==> src/rtl/muldiv_pkg.sv <==
// muldiv_pkg: shared op codes, FSM states and default width
// for the HI/LO multiply/divide sequencer.
package muldiv_pkg;

  localparam int P_WIDTH_DEF = 32;

  localparam logic [1:0] OP_MULT  = 2'd0;
  localparam logic [1:0] OP_MULTU = 2'd1;
  localparam logic [1:0] OP_DIV   = 2'd2;
  localparam logic [1:0] OP_DIVU  = 2'd3;

  typedef enum logic [1:0] {
    IDLE  = 2'd0,
    RUN   = 2'd1,
    FIXUP = 2'd2
  } state_t;

endpackage

==> src/rtl/muldiv_if.sv <==
// muldiv_if: execute-stage control/data bundle for muldiv_ctrl.
// o_con_DivZero exists only with MULDIV_DIVZERO_FLAG_EN.
interface muldiv_if #(
  parameter int W = 32
);
  logic         i_con_Start;
  logic [1:0]   i_con_Op;
  logic [W-1:0] i_data_A;
  logic [W-1:0] i_data_B;
  logic         i_con_MtHi;
  logic         i_con_MtLo;
  logic [W-1:0] i_data_Mt;
  logic [W-1:0] o_data_Hi;
  logic [W-1:0] o_data_Lo;
  logic         o_con_Busy;
  logic         o_con_Done;
`ifdef MULDIV_DIVZERO_FLAG_EN
  logic         o_con_DivZero;
`endif

  modport master (
    output i_con_Start, i_con_Op,
    output i_data_A, i_data_B,
    output i_con_MtHi, i_con_MtLo, i_data_Mt,
`ifdef MULDIV_DIVZERO_FLAG_EN
    input  o_con_DivZero,
`endif
    input  o_data_Hi, o_data_Lo,
    input  o_con_Busy, o_con_Done
  );

  modport slave (
    input  i_con_Start, i_con_Op,
    input  i_data_A, i_data_B,
    input  i_con_MtHi, i_con_MtLo, i_data_Mt,
`ifdef MULDIV_DIVZERO_FLAG_EN
    output o_con_DivZero,
`endif
    output o_data_Hi, o_data_Lo,
    output o_con_Busy, o_con_Done
  );

endinterface

==> src/rtl/muldiv_step.sv <==
// muldiv_step: one shift-add multiply or restoring
// shift-subtract divide iteration, purely combinational.
module muldiv_step #(
  parameter int W = 32
) (
  input  logic         i_div,
  input  logic [W-1:0] i_hi,
  input  logic [W-1:0] i_lo,
  input  logic [W-1:0] i_opnd,
  output logic [W-1:0] o_hi,
  output logic [W-1:0] o_lo
);

  logic [W:0] sum;
  logic [W:0] shf;
  logic [W:0] diff;

  always_comb begin
    sum  = {1'b0, i_hi} + (i_lo[0] ? {1'b0, i_opnd} : '0);
    shf  = {i_hi, i_lo[W-1]};
    diff = shf - {1'b0, i_opnd};
    o_hi = sum[W:1];
    o_lo = {sum[0], i_lo[W-1:1]};
    // remainder < divisor keeps diff[W] a clean borrow flag
    if (i_div) begin
      o_hi = diff[W] ? shf[W-1:0] : diff[W-1:0];
      o_lo = {i_lo[W-2:0], ~diff[W]};
    end
  end

endmodule

==> src/rtl/muldiv_ctrl.sv <==
// muldiv_ctrl: iterative HI/LO sequencer for mult/multu/div/divu/mthi/mtlo.
// MULDIV_DIVZERO_FLAG_EN adds a sticky o_con_DivZero flag.
module muldiv_ctrl
  import muldiv_pkg::*;
#(
  parameter int P_WIDTH = P_WIDTH_DEF
) (
  input logic     i_clk,
  input logic     i_rst,
  muldiv_if.slave bus
);

  localparam int W  = P_WIDTH;
  localparam int CW = $clog2(W) + 1;

  state_t         state_q, state_d;
  logic [CW-1:0]  cnt_q, cnt_d;
  logic [W-1:0]   hi_q, hi_d, lo_q, lo_d;
  logic [W-1:0]   wh_q, wh_d, wl_q, wl_d;
  logic [W-1:0]   opnd_q, opnd_d, a_q, a_d;
  logic           div_q, div_d, dz_q, dz_d;
  logic           negq_q, negq_d, negr_q, negr_d;
  logic           done_q, done_d;
  logic [W-1:0]   step_hi, step_lo;
  logic           sa, sb;
  logic [W-1:0]   mag_a, mag_b;
  logic [2*W-1:0] prod;
`ifdef MULDIV_DIVZERO_FLAG_EN
  logic           dzf_q, dzf_d;
`endif

  muldiv_step #(.W(W)) u_step (
    .i_div  (div_q),
    .i_hi   (wh_q),
    .i_lo   (wl_q),
    .i_opnd (opnd_q),
    .o_hi   (step_hi),
    .o_lo   (step_lo)
  );

  always_comb begin
    sa      = ~bus.i_con_Op[0] & bus.i_data_A[W-1];
    sb      = ~bus.i_con_Op[0] & bus.i_data_B[W-1];
    mag_a   = sa ? -bus.i_data_A : bus.i_data_A;
    mag_b   = sb ? -bus.i_data_B : bus.i_data_B;
    prod    = negq_q ? -{wh_q, wl_q} : {wh_q, wl_q};
    state_d = state_q;
    cnt_d   = cnt_q;
    hi_d    = hi_q;
    lo_d    = lo_q;
    wh_d    = wh_q;
    wl_d    = wl_q;
    opnd_d  = opnd_q;
    a_d     = a_q;
    div_d   = div_q;
    dz_d    = dz_q;
    negq_d  = negq_q;
    negr_d  = negr_q;
    done_d  = 1'b0;
`ifdef MULDIV_DIVZERO_FLAG_EN
    dzf_d   = dzf_q;
`endif
    unique case (state_q)
      IDLE: begin
        if (bus.i_con_Start) begin
          state_d = RUN;
          cnt_d   = '0;
          div_d   = bus.i_con_Op[1];
          dz_d    = bus.i_con_Op[1] & (bus.i_data_B == '0);
          a_d     = bus.i_data_A;
          negq_d  = sa ^ sb;
          negr_d  = sa;
          wh_d    = '0;
          wl_d    = bus.i_con_Op[1] ? mag_a : mag_b;
          opnd_d  = bus.i_con_Op[1] ? mag_b : mag_a;
`ifdef MULDIV_DIVZERO_FLAG_EN
          dzf_d   = 1'b0;
`endif
        end else begin
          if (bus.i_con_MtHi) hi_d = bus.i_data_Mt;
          if (bus.i_con_MtLo) lo_d = bus.i_data_Mt;
        end
      end
      RUN: begin
        wh_d  = step_hi;
        wl_d  = step_lo;
        cnt_d = cnt_q + CW'(1);
        if (cnt_q == CW'(W - 1)) state_d = FIXUP;
      end
      FIXUP: begin
        state_d = IDLE;
        done_d  = 1'b1;
`ifdef MULDIV_DIVZERO_FLAG_EN
        dzf_d   = dz_q;
`endif
        // divide by zero reports the raw dividend, no sign fixup
        if (dz_q) begin
          hi_d = a_q;
          lo_d = {W{1'b1}};
        end else if (div_q) begin
          lo_d = negq_q ? -wl_q : wl_q;
          hi_d = negr_q ? -wh_q : wh_q;
        end else begin
          {hi_d, lo_d} = prod;
        end
      end
      default: state_d = IDLE;
    endcase
  end

  always_ff @(posedge i_clk) begin
    if (i_rst) begin
      state_q <= IDLE;
      cnt_q   <= '0;
      hi_q    <= '0;
      lo_q    <= '0;
      wh_q    <= '0;
      wl_q    <= '0;
      opnd_q  <= '0;
      a_q     <= '0;
      div_q   <= 1'b0;
      dz_q    <= 1'b0;
      negq_q  <= 1'b0;
      negr_q  <= 1'b0;
      done_q  <= 1'b0;
`ifdef MULDIV_DIVZERO_FLAG_EN
      dzf_q   <= 1'b0;
`endif
    end else begin
      state_q <= state_d;
      cnt_q   <= cnt_d;
      hi_q    <= hi_d;
      lo_q    <= lo_d;
      wh_q    <= wh_d;
      wl_q    <= wl_d;
      opnd_q  <= opnd_d;
      a_q     <= a_d;
      div_q   <= div_d;
      dz_q    <= dz_d;
      negq_q  <= negq_d;
      negr_q  <= negr_d;
      done_q  <= done_d;
`ifdef MULDIV_DIVZERO_FLAG_EN
      dzf_q   <= dzf_d;
`endif
    end
  end

  assign bus.o_data_Hi  = hi_q;
  assign bus.o_data_Lo  = lo_q;
  assign bus.o_con_Busy = (state_q != IDLE);
  assign bus.o_con_Done = done_q;
`ifdef MULDIV_DIVZERO_FLAG_EN
  assign bus.o_con_DivZero = dzf_q;
`endif

endmodule

==> src/flat_wrapper.sv <==
// flat-port wrapper written by rule: the top's interface ports become plain ports
module muldiv_ctrl_flat import muldiv_pkg::*;
#(
  parameter int P_WIDTH = P_WIDTH_DEF
)
  (i_clk, i_rst, bus_i_con_Start, bus_i_con_Op, bus_i_data_A, bus_i_data_B, bus_i_con_MtHi, bus_i_con_MtLo, bus_i_data_Mt, bus_o_data_Hi, bus_o_data_Lo, bus_o_con_Busy, bus_o_con_Done);
  muldiv_if bus_i ();
  input logic i_clk;
  input logic i_rst;
  input wire logic [$bits(bus_i.i_con_Start)-1:0] bus_i_con_Start;
  input wire logic [$bits(bus_i.i_con_Op)-1:0] bus_i_con_Op;
  input wire logic [$bits(bus_i.i_data_A)-1:0] bus_i_data_A;
  input wire logic [$bits(bus_i.i_data_B)-1:0] bus_i_data_B;
  input wire logic [$bits(bus_i.i_con_MtHi)-1:0] bus_i_con_MtHi;
  input wire logic [$bits(bus_i.i_con_MtLo)-1:0] bus_i_con_MtLo;
  input wire logic [$bits(bus_i.i_data_Mt)-1:0] bus_i_data_Mt;
  output wire logic [$bits(bus_i.o_data_Hi)-1:0] bus_o_data_Hi;
  output wire logic [$bits(bus_i.o_data_Lo)-1:0] bus_o_data_Lo;
  output wire logic [$bits(bus_i.o_con_Busy)-1:0] bus_o_con_Busy;
  output wire logic [$bits(bus_i.o_con_Done)-1:0] bus_o_con_Done;
  assign bus_i.i_con_Start = bus_i_con_Start;
  assign bus_i.i_con_Op = bus_i_con_Op;
  assign bus_i.i_data_A = bus_i_data_A;
  assign bus_i.i_data_B = bus_i_data_B;
  assign bus_i.i_con_MtHi = bus_i_con_MtHi;
  assign bus_i.i_con_MtLo = bus_i_con_MtLo;
  assign bus_i.i_data_Mt = bus_i_data_Mt;
  assign bus_o_data_Hi = bus_i.o_data_Hi;
  assign bus_o_data_Lo = bus_i.o_data_Lo;
  assign bus_o_con_Busy = bus_i.o_con_Busy;
  assign bus_o_con_Done = bus_i.o_con_Done;
  muldiv_ctrl #(.P_WIDTH(P_WIDTH)) u_core (.i_clk(i_clk), .i_rst(i_rst), .bus(bus_i));
endmodule
==> config.mk <==
export PLATFORM = sky130hd
export DESIGN_NAME = muldiv_ctrl_flat
export DESIGN_NICKNAME = d
export VERILOG_FILES = /design/src/rtl/muldiv_pkg.sv /design/src/rtl/muldiv_if.sv /design/src/rtl/muldiv_step.sv /design/src/rtl/muldiv_ctrl.sv /design/src/flat_wrapper.sv
export SDC_FILE = /design/constraint.sdc
export NUM_CORES = 1
export LEC_CHECK = 0
export ABC_AREA = 1
export ABC_CLOCK_PERIOD_IN_PS = 4600
export BUFFER_PORTS_ARGS = -buffer_cell sky130_fd_sc_hd__buf_2
export CORE_MARGIN = 4
export CORE_UTILIZATION = 40
export DETAILED_ROUTE_END_ITERATION = 7
export PLACE_DENSITY = 0.68
export SLEW_MARGIN = 20
export SYNTH_ARGS = -nofsm -noshare
export SYNTH_HDL_FRONTEND = slang
export SYNTH_SLANG_ARGS = --single-unit
==> constraint.sdc <==
create_clock -name i_clk -period 4.6 [get_ports i_clk]
set_input_delay 0.23 -clock i_clk [delete_from_list [all_inputs] [get_ports i_clk]]
set_output_delay 0.23 -clock i_clk [all_outputs]
set_load 0.02 [all_outputs]
* Word level (Yosys, flattened, before mapping)
Cells that the tools add are included.
** Cells by class
- Add/subtract/negate cells :: 8
- Equality and inequality tests :: 8
- Multiplexer cells :: 31
- Bitwise operators :: 6
- Reductions and logical operators :: 10
** Operators with widths (count)
- two-way mux 32 bit :: 20
- case mux 32 bit (2 select lines) :: 4
- negation 32 bit :: 4
- two-way mux 64 bit :: 1
- negation 64 bit :: 1
- adder 32 x 33 -> 33 bit :: 1
- subtractor 33 x 32 -> 33 bit :: 1
- zero test 32 bit :: 1
- case mux 6 bit (2 select lines) :: 1
- != test 2 bit, second input constant :: 4
- adder 6 x 1 -> 6 bit, second input constant :: 1
- equality test 6 x 5 -> 1 bit, second input constant :: 1
- two-way mux 6 bit :: 1
- AND reduction 2 bit :: 3
- AND reduction 3 bit :: 2
- nonzero test 2 bit :: 3
- two-way mux 2 bit :: 2
- case mux 2 bit (2 select lines) :: 1
- bitwise AND 1 bit :: 3
- equality test 2 x 1 -> 1 bit, second input constant :: 1
- equality test 2 bit, second input constant :: 1
- zero test 2 bit :: 1
- != test 2 x 1 -> 1 bit, second input constant :: 1
- inverter 1 bit :: 2
- 2 further kinds :: 2
** Storage, ports and cells
- Flip-flop bits (word level) :: 205
- Output and inout port bits :: 66

* Longest topological paths before layout
Gate-level depths: netlist (run 1).
- Depth in word-level cells :: 6
- Mapped depth :: 20
- Mapped depth without buffers :: 18

* Modules after synthesis
From an unflattened synthesis (run 1), not the netlist that was laid out.
** Second synthesis, totals
- Cell total of the unflattened synthesis :: 3494
- Area total of the unflattened synthesis :: 19792.7 µm²
** By module, submodules not included
- muldiv_ctrl :: instances 1, cells an instance 2185, area an instance 13435.4 µm², sequential area each 4103.9 µm²
- muldiv_step :: instances 1, cells an instance 1309, area an instance 6357.3 µm², sequential area each 0.0 µm²

* Worst setup path after synthesis (run 1)
OpenSTA, ideal clock, no wires.
- Path type :: reg-to-reg
- Start point :: register u_core.wl_q[0]
- End point :: register u_core.wh_q[27]
- Arrival time :: 2363 ps
- Data required time :: 4468 ps
- Path slack :: 2105 ps
- Stages on the path, launching flop included :: 18
- Path buffers :: 2
- Cell sequence :: dfxtp_1 buf_2 clkbuf_1 nand2_1 inv_1 ha_1 inv_1 fa_1 o21ai_0 nand3_1 nand3b_1 nand2_1 nand3_1 nand2_1 nor2_1 nor2_1 nand2_1 a21oi_1
** On the way
- Word-level cells in the longest chain between the ends :: 4
** RTL lines
- start: declaration :: RTL line muldiv_ctrl.sv:19 : logic [W-1:0] wh_q, wh_d, wl_q, wl_d;
- start signal: assignment :: RTL line muldiv_ctrl.sv:135 : wl_q <= wl_d;
- two-way mux 32 bit :: RTL line muldiv_step.sv:19 : sum = {1'b0, i_hi} + (i_lo[0] ? {1'b0, i_opnd} : '0);
- adder 32 x 33 -> 33 bit :: RTL line muldiv_step.sv:19
- two-way mux 32 bit :: RTL line muldiv_step.sv:25 : if (i_div) begin
- case mux 32 bit (2 select lines) :: RTL line muldiv_ctrl.sv:63 : unique case (state_q)
- end signal: assignment :: RTL line muldiv_ctrl.sv:134 : wh_q <= wh_d;
- end: declaration :: RTL line muldiv_ctrl.sv:19
No other way between the ends.
A chain may end at the register's enable or synchronous reset.

* Worst setup path after layout (run 1)
- Start point :: register u_core.wh_q[0]
- End point :: register u_core.wh_q[27]
** On the way
- Word-level cells in the longest chain between the ends :: 4
- Elaborated cells between the ends (all ways) :: 5
- Classes of those cells :: add/sub (2); mux (3)
** RTL lines
- subtractor 33 x 32 -> 33 bit :: RTL line muldiv_step.sv:21 : diff = shf - {1'b0, i_opnd};
- two-way mux 32 bit :: RTL line muldiv_step.sv:26 : o_hi = diff[W] ? shf[W-1:0] : diff[W-1:0];
- two-way mux 32 bit * :: RTL line muldiv_step.sv:25
- case mux 32 bit (2 select lines) * :: RTL line muldiv_ctrl.sv:63
Every way passes the cells marked *; elsewhere a longest branch is shown, timed or not.

==> impl_metrics.ini, run 1 <==
[outcome]
status = complete, no violations

[route]
wl_per_cell_um = 19.7
remaining_drc_errors = 0
antenna_left = 0
drt-total-wl_um = 81700
firstDrtPassIters = 6
vias_per_cell = 5.57
vias = 23100
drt_iter0_markers = 2944

[synthesis]
syn_area_mm2 = 0.0191
synth_cell_types = 52
async_reset_ff_share_pct = 0
synth_edf_count = 0
synth.net_count = 3601
yosys_warnings = 0
avgSynthCellArea_um2 = 5.58
ys_ff_latch = 205
synthFlopType = dfxtp_1
yosysSeqAreaShare_pct = 21.5
netlist_instances = 3427

[layout]
diodes = 0
mostFrequentLayoutCell = nand2_1
syn_to_final_growth_pct = 12.1
final_cell_mix = 925 x nand2_1, 476 x inv_1, 377 x nor2_1
drive_above_1_share_pct = 8.57
finalInstanceArea_mm2 = 0.0214
nets = 3706

[timing]
rsz0062_at_grt = false
period_needed_ns = 3.34
slew_violations = 0
tightest_slew_ns = 1.02
slew_headroom_pct = 32.1
max_freq_mhz = 299
setup_viol = 0
period_share_pct = 72.6
fin_skew_ns = 0.0183
final-hold-violation-count = 0
fin_tns_setup_ns = 0

[grt]
grtUsageTotal_pct = 30.6
grt_pass1_vias = 20400
grt_pass1_wl_um = 122000
overflow = 0
antenna_found_initial = 1
grt_max_degree = 137

[floorplan]
rows = 79
fp.coreArea_mm2 = 0.0469
start_util_pct = 40.8
die_y_um = 227
io_pins = 169
die_area_mm2 = 0.0513
die_x_um = 227

[placed_design]
placed_cell_area_mm2 = 0.0204
dp_hpwl_um = 64100
place_congestion = 1.05
io_buffers = 168

[clocking]
cts-root-buf = clkbuf_16
clkTransAtPathRegs_ns = 0.06
clock_latency_ns = 0.55
cts_tree = yes
clk_path_buf_depth = 3
h-tree-depth = 1
cts_made_buffers = 23
cts_sinks = 205

[power]
power_leakage_nw = 10.9
power_density_mw_per_mm2 = 300
max-vdd-ir-drop_v = 0.000226

[worst_setup_path]
crit_path_max_fanout = 20
crit_required_ns = 5.06
worstSetupEndpointType = flop
crit_path_start_kind = flop
crit_type = flop to flop
cp.arrival_ns = 3.80

[min_path]
min_path_type = input port to flop

[run]
maxCapViolations = 0
## path summary, 6_finish.rpt
| path | endpoint | cells past startpoint | slack, ns | startpoint |
|---|---|---|---|---|
| setup / recovery | u_core.wh_q[27] | 17 | 1.26 | u_core.wh_q[0] |
| hold / removal | u_core.a_q[2] | 3 | 0.007 | bus_i_data_A[2] |
| setup reg to reg | u_core.wh_q[27] | 17 | 1.26 | u_core.wh_q[0] |
| hold reg to reg | u_core.a_q[0] | 2 | 0.46 | u_core.a_q[0] |
## routing by layer
metal  part of all wire, %  track usage (%)
met1                    43             44.4
met2                    41             44.1
met3                    11             6.31
met4                   4.6             12.3
met5                 0.011                0
## critical path, stage by stage (launching register included)
cell	delay (ns)
dfxtp_1	0.56
inv_1	0.17
fa_1	0.45
inv_1	0.13
nand2_1	0.08
nand2_1	0.10
nand3_1	0.08
nand2_1	0.17
nand2_1	0.09
nand2_2	0.09
nand2_2	0.07
nand2_2	0.07
nand2_1	0.07
nand2_1	0.63
nand3_1	0.19
nand3_1	0.13
nand2_1	0.05
a21oi_1	0.11
## power by group
part | switching, mW | internal, mW
sequential | 0.152 | 1.91
combinational | 1.63 | 0.684
clock | 0.806 | 1.25
## cells by family (layout without fill, tap and decap cells)
kind of cell,after synthesis,in the layout,share of synthesized area (%)
and+or+nand+nor,1706,1706,37.1
AOI/OAI and AO/OA,749,749,21.2
buffers and inverters,634,753,12.7
DFF,205,205,21.5
adders and majority gates,71,71,4.73
xor gates and xnor gates,62,62,2.84
## flip-flops by register name (all words and copies together) (netlist names)
signal,count
u_core.bus.o_con_Done,1
u_core.cnt_q,6
u_core.div_q,1
u_core.negr_q,1
u_core.negq_q,1
u_core.wh_q,32
u_core.opnd_q,32
u_core.state_q,2
u_core.bus.o_data_Lo,32
u_core.wl_q,32
u_core.bus.o_data_Hi,32
u_core.dz_q,1
u_core.a_q,32
## area by class of cell
| class | instances | area [um2] |
|---|---|---|
| clock buffers | 30 | 632 |
| clock inverters | 9 | 185 |
| flip-flops and latches | 205 | 4110 |
| repair buffers | 223 | 1310 |
| multi-input cells | 2588 | 12600 |
| well taps | 607 | 759 |
| fillers | 5204 | 25400 |
| inverters | 491 | 1850 |
## cell usage after synthesis (4+ instances only)
library cell / number / area share [%]
a21oi_1: 328 / 8.6
a22oi_1: 5 / 0.20
a31oi_1: 17 / 0.56
and2_1: 5 / 0.16
buf_1: 15 / 0.29
buf_2: 12 / 0.31
buf_6: 4 / 0.24
clkbuf_1: 109 / 2.1
dfxtp_1: 205 / 21
ha_1: 69 / 4.5
inv_1: 478 / 9.4
inv_2: 10 / 0.20
nand2_1: 926 / 18
nand2_2: 10 / 0.33
nand3_1: 269 / 7.0
nand3b_1: 16 / 0.63
nand4_1: 37 / 1.2
nor2_1: 380 / 7.5
nor2_2: 9 / 0.29
nor3_1: 26 / 0.68
nor4_1: 9 / 0.29
o211ai_1: 34 / 1.3
o211ai_2: 5 / 0.33
o21ai_0: 297 / 7.8
o21ai_1: 17 / 0.45
o21bai_1: 12 / 0.47
o221ai_1: 8 / 0.37
o31ai_1: 6 / 0.24
or2_2: 10 / 0.33
xnor2_1: 17 / 0.78
xor2_1: 45 / 2.1
## per-stage QoR
step	setup WS [ns]	hold WS [ns]	std cells	util (%)	total power, mW
6_report	1.26	0.00692	4153	45.7	6.42
2_1_floorplan	2.10	0.358	3427	-	3.59
3_5_place_dp	1.39	0.448	4096	43.6	4.30
3_3_place_gp	1.49	0.443	4096	43.6	4.31
5_1_grt	1.03	0.0228	4153	45.7	6.75
4_1_cts	1.35	0.00574	4153	45.7	6.35
## what timing repair did
item	CTS	global route
hold endpoints to repair	29	0
endpoints found under the setup margin	0	0
gates resized for setup	0	0
hold buffers	18	0
setup buffers	0	0
Power figures use the tool's default switching activity.
==> run 2, diff against run 1 <==
--- a/config.mk
+++ b/config.mk
@@ -5,13 +5,13 @@
 export SDC_FILE = /design/constraint.sdc
 export NUM_CORES = 1
 export LEC_CHECK = 0
-export ABC_AREA = 1
-export ABC_CLOCK_PERIOD_IN_PS = 4600
+export ABC_AREA = 0
+export ABC_CLOCK_PERIOD_IN_PS = 2820
 export BUFFER_PORTS_ARGS = -buffer_cell sky130_fd_sc_hd__buf_2
 export CORE_MARGIN = 4
 export CORE_UTILIZATION = 40
 export DETAILED_ROUTE_END_ITERATION = 7
-export PLACE_DENSITY = 0.68
+export PLACE_DENSITY = 0.71
 export SLEW_MARGIN = 20
 export SYNTH_ARGS = -nofsm -noshare
 export SYNTH_HDL_FRONTEND = slang
==> constraint.sdc (replaced) <==
create_clock -name i_clk -period 2.82 [get_ports i_clk]
set_input_delay 0.141 -clock i_clk [delete_from_list [all_inputs] [get_ports i_clk]]
set_output_delay 0.141 -clock i_clk [all_outputs]
set_load 0.02 [all_outputs]
==> run 2 against run 1 <==
The run now ends with design-rule violations, negative setup slack left. Utilization is 9.9 points higher. Critical path type unchanged. Combinational power is 30% higher. Critical path depth is 3 lower. Sequential cell count stayed put. Design area is 3.1% higher. Critical endpoint is now u_core.wh_q[23]. Largest power group is now clock. Global-route usage is 0.86 points lower.
==> impl_metrics.ini, run 2 <==
[synthesis]
yosysSeqAreaShare_pct = 25.6
syn_area_mm2 = 0.0161
yosysTopAreaCell = dfxtp_1
synth.net_count = 2389
synth_cell_types = 79
ys_top_cells_by_area = dfxtp_1 26%, a21oi_1 7.7%, nand2_1 6.2%
synth_top_cell_area_share_pct = 25.6
async_reset_ff_share_pct = 0
yosysMostFrequentCell = nand2_1
avgSynthCellArea_um2 = 7.25
synthFlopType = dfxtp_1
netlist_instances = 2215
synth_edf_count = 0
ys_ff_latch = 205
yosys_warnings = 0
ys_top_cells_by_count = 267 x nand2_1, 247 x nor2_1, 246 x a21oi_1

[placed_design]
place_congestion = 1.01
place_ws_ns = -0.400
dp_hpwl_um = 52800
dp.cells = 3076
io_buffers = 168

[grt]
grtUsageTotal_pct = 29.7
overflow = 0
grt_pass1_vias = 17800
grt_max_degree = 132
antenna_found_initial = 2
grt_pass1_wl_um = 104000

[worst_setup_path]
worstSetupEndpointType = flop
rr_worst_depth = 14
crit_required_ns = 3.25
rrSetupSlack_ns = -0.31
crit_path_max_fanout = 7
crit_type = flop to flop
cp.arrival_ns = 3.56
crit_path_start_kind = flop

[layout]
nets = 2841
mostFrequentLayoutCell = buf_4
final_util_pct = 55.6
drive_above_1_share_pct = 27.9
fillCellCount = 3625
syn_to_final_growth_pct = 37.7
final_cell_mix = 328 x buf_4, 262 x nand2_1, 237 x nor2_1
stdcell_count = 3209

[min_path]
min_path_cells = 4
min_path_type = input port to flop

[clocking]
cts-root-buf = clkbuf_16
cts_tree = yes
cts_sinks = 205
h-tree-depth = 1
cts_made_buffers = 25
clkTransAtPathRegs_ns = 0.06
clock_latency_ns = 0.57
clk_path_buf_depth = 3

[timing]
holdWs_ns = 0.0248
setup_viol = 55
setup_ws_ns = -0.315
slew_violations = 0
period_share_pct = 111
final-hold-violation-count = 0
rsz0062_at_grt = true
slew_headroom_pct = 36.2
period_needed_ns = 3.13
tightest_slew_ns = 0.956
fin_skew_ns = 0.0266
max_freq_mhz = 319

[route]
antenna_left = 0
firstDrtPassIters = 8
vias_per_cell = 6.04
vias = 19400
wl_per_cell_um = 21.7
drt_iter0_markers = 2084
drt-total-wl_um = 69600
remaining_drc_errors = 2

[floorplan]
rows = 73
io_pins = 169
die_x_um = 208
die_y_um = 208
start_util_pct = 40.4
die_area_mm2 = 0.0434
fp.coreArea_mm2 = 0.0397

[power]
max-vdd-ir-drop_v = 0.000384
power_leakage_nw = 9.36
power_density_mw_per_mm2 = 426
finalPower_mw = 9.42

[run]
maxCapViolations = 0

[outcome]
violations = design-rule violations, negative setup slack
status = finished with violations
-- run 2: area by class of cell --
cell class | count | area, um2 | area share (%)
diodes | 1 | 2.50 | 0.0113
clock buffers | 30 | 644 | 2.92
clock inverters | 13 | 150 | 0.679
inverters | 66 | 253 | 1.14
multi-input cells | 1783 | 12000 | 54.2
flip-flops and latches | 205 | 4110 | 18.6
well taps | 525 | 657 | 2.97
repair buffers | 586 | 4310 | 19.5
-- run 2: critical path, cell delays in order, from the launching register on --
cell	delay, ns
dfxtp_2	0.33
buf_6	0.12
ha_4	0.15
fa_2	0.33
nand2b_4	0.16
a21oi_4	0.18
a2111oi_4	0.07
o211ai_1	0.29
nand4_1	0.21
a31o_4	0.31
nor2_4	0.20
buf_12	0.17
buf_12	0.14
mux2i_1	0.18
o221ai_1	0.13
-- run 2: repair_timing --
action	in CTS	in global routing
hold buffers	59	0
gates resized for setup	112	132
hold endpoints to repair	73	0
setup endpoints to repair	57	70
pin swaps	41	67
buffers inserted	18	16
gates cloned	1	0
-- run 2: path summary, 6_finish.rpt --
check / startpoint / to
worst min-delay path: bus_i_data_A[5] / u_core.a_q[5]
worst max-delay path: u_core.opnd_q[0] / u_core.wh_q[23]
worst max register to register: u_core.opnd_q[0] / u_core.wh_q[23]
worst min register to register: u_core.opnd_q[27] / u_core.opnd_q[27]
-- run 2: per-layer routing --
layer | GRT usage, % | share of wire, % | vias up | wire length, um
met5 | 0 | 0.11 | - | 79
met4 | 11.0 | 4.4 | 4 | 3040
met3 | 7.96 | 12 | 196 | 8260
met2 | 44.4 | 43 | 1126 | 29800
met1 | 41.1 | 41 | 9156 | 28500
li1 | - | - | 8896 | -
-- run 2: power by group --
group,switching [mW],leakage (nW),internal [mW]
sequential,0.140,1.68,3.06
clock,1.38,0.373,1.83
combinational,1.74,7.30,1.28
-- run 2: cell families (layout without fill, tap and decap cells) --
family | count (synthesis) | in the layout | share of synthesized area [%]
muxes | 71 | 71 | 4.47
xor gates and xnor gates | 169 | 169 | 9.22
DFF | 205 | 205 | 25.6
AOI/OAI and AO/OA | 720 | 720 | 28.5
adders and majority gates | 71 | 71 | 5.63
buffers and inverters | 227 | 695 | 5.51
other | 0 | 1 | 0
and+or+nand+nor | 752 | 752 | 21.1
-- run 2: metrics by stage --
stage	area (um2)	TNS, ns
floorplan	16200	-0.224
global placement	19600	-10.25
detailed placement	19600	-11.87
CTS	21500	-7.58
global route	22100	-17.21
finish	22100	-11.00
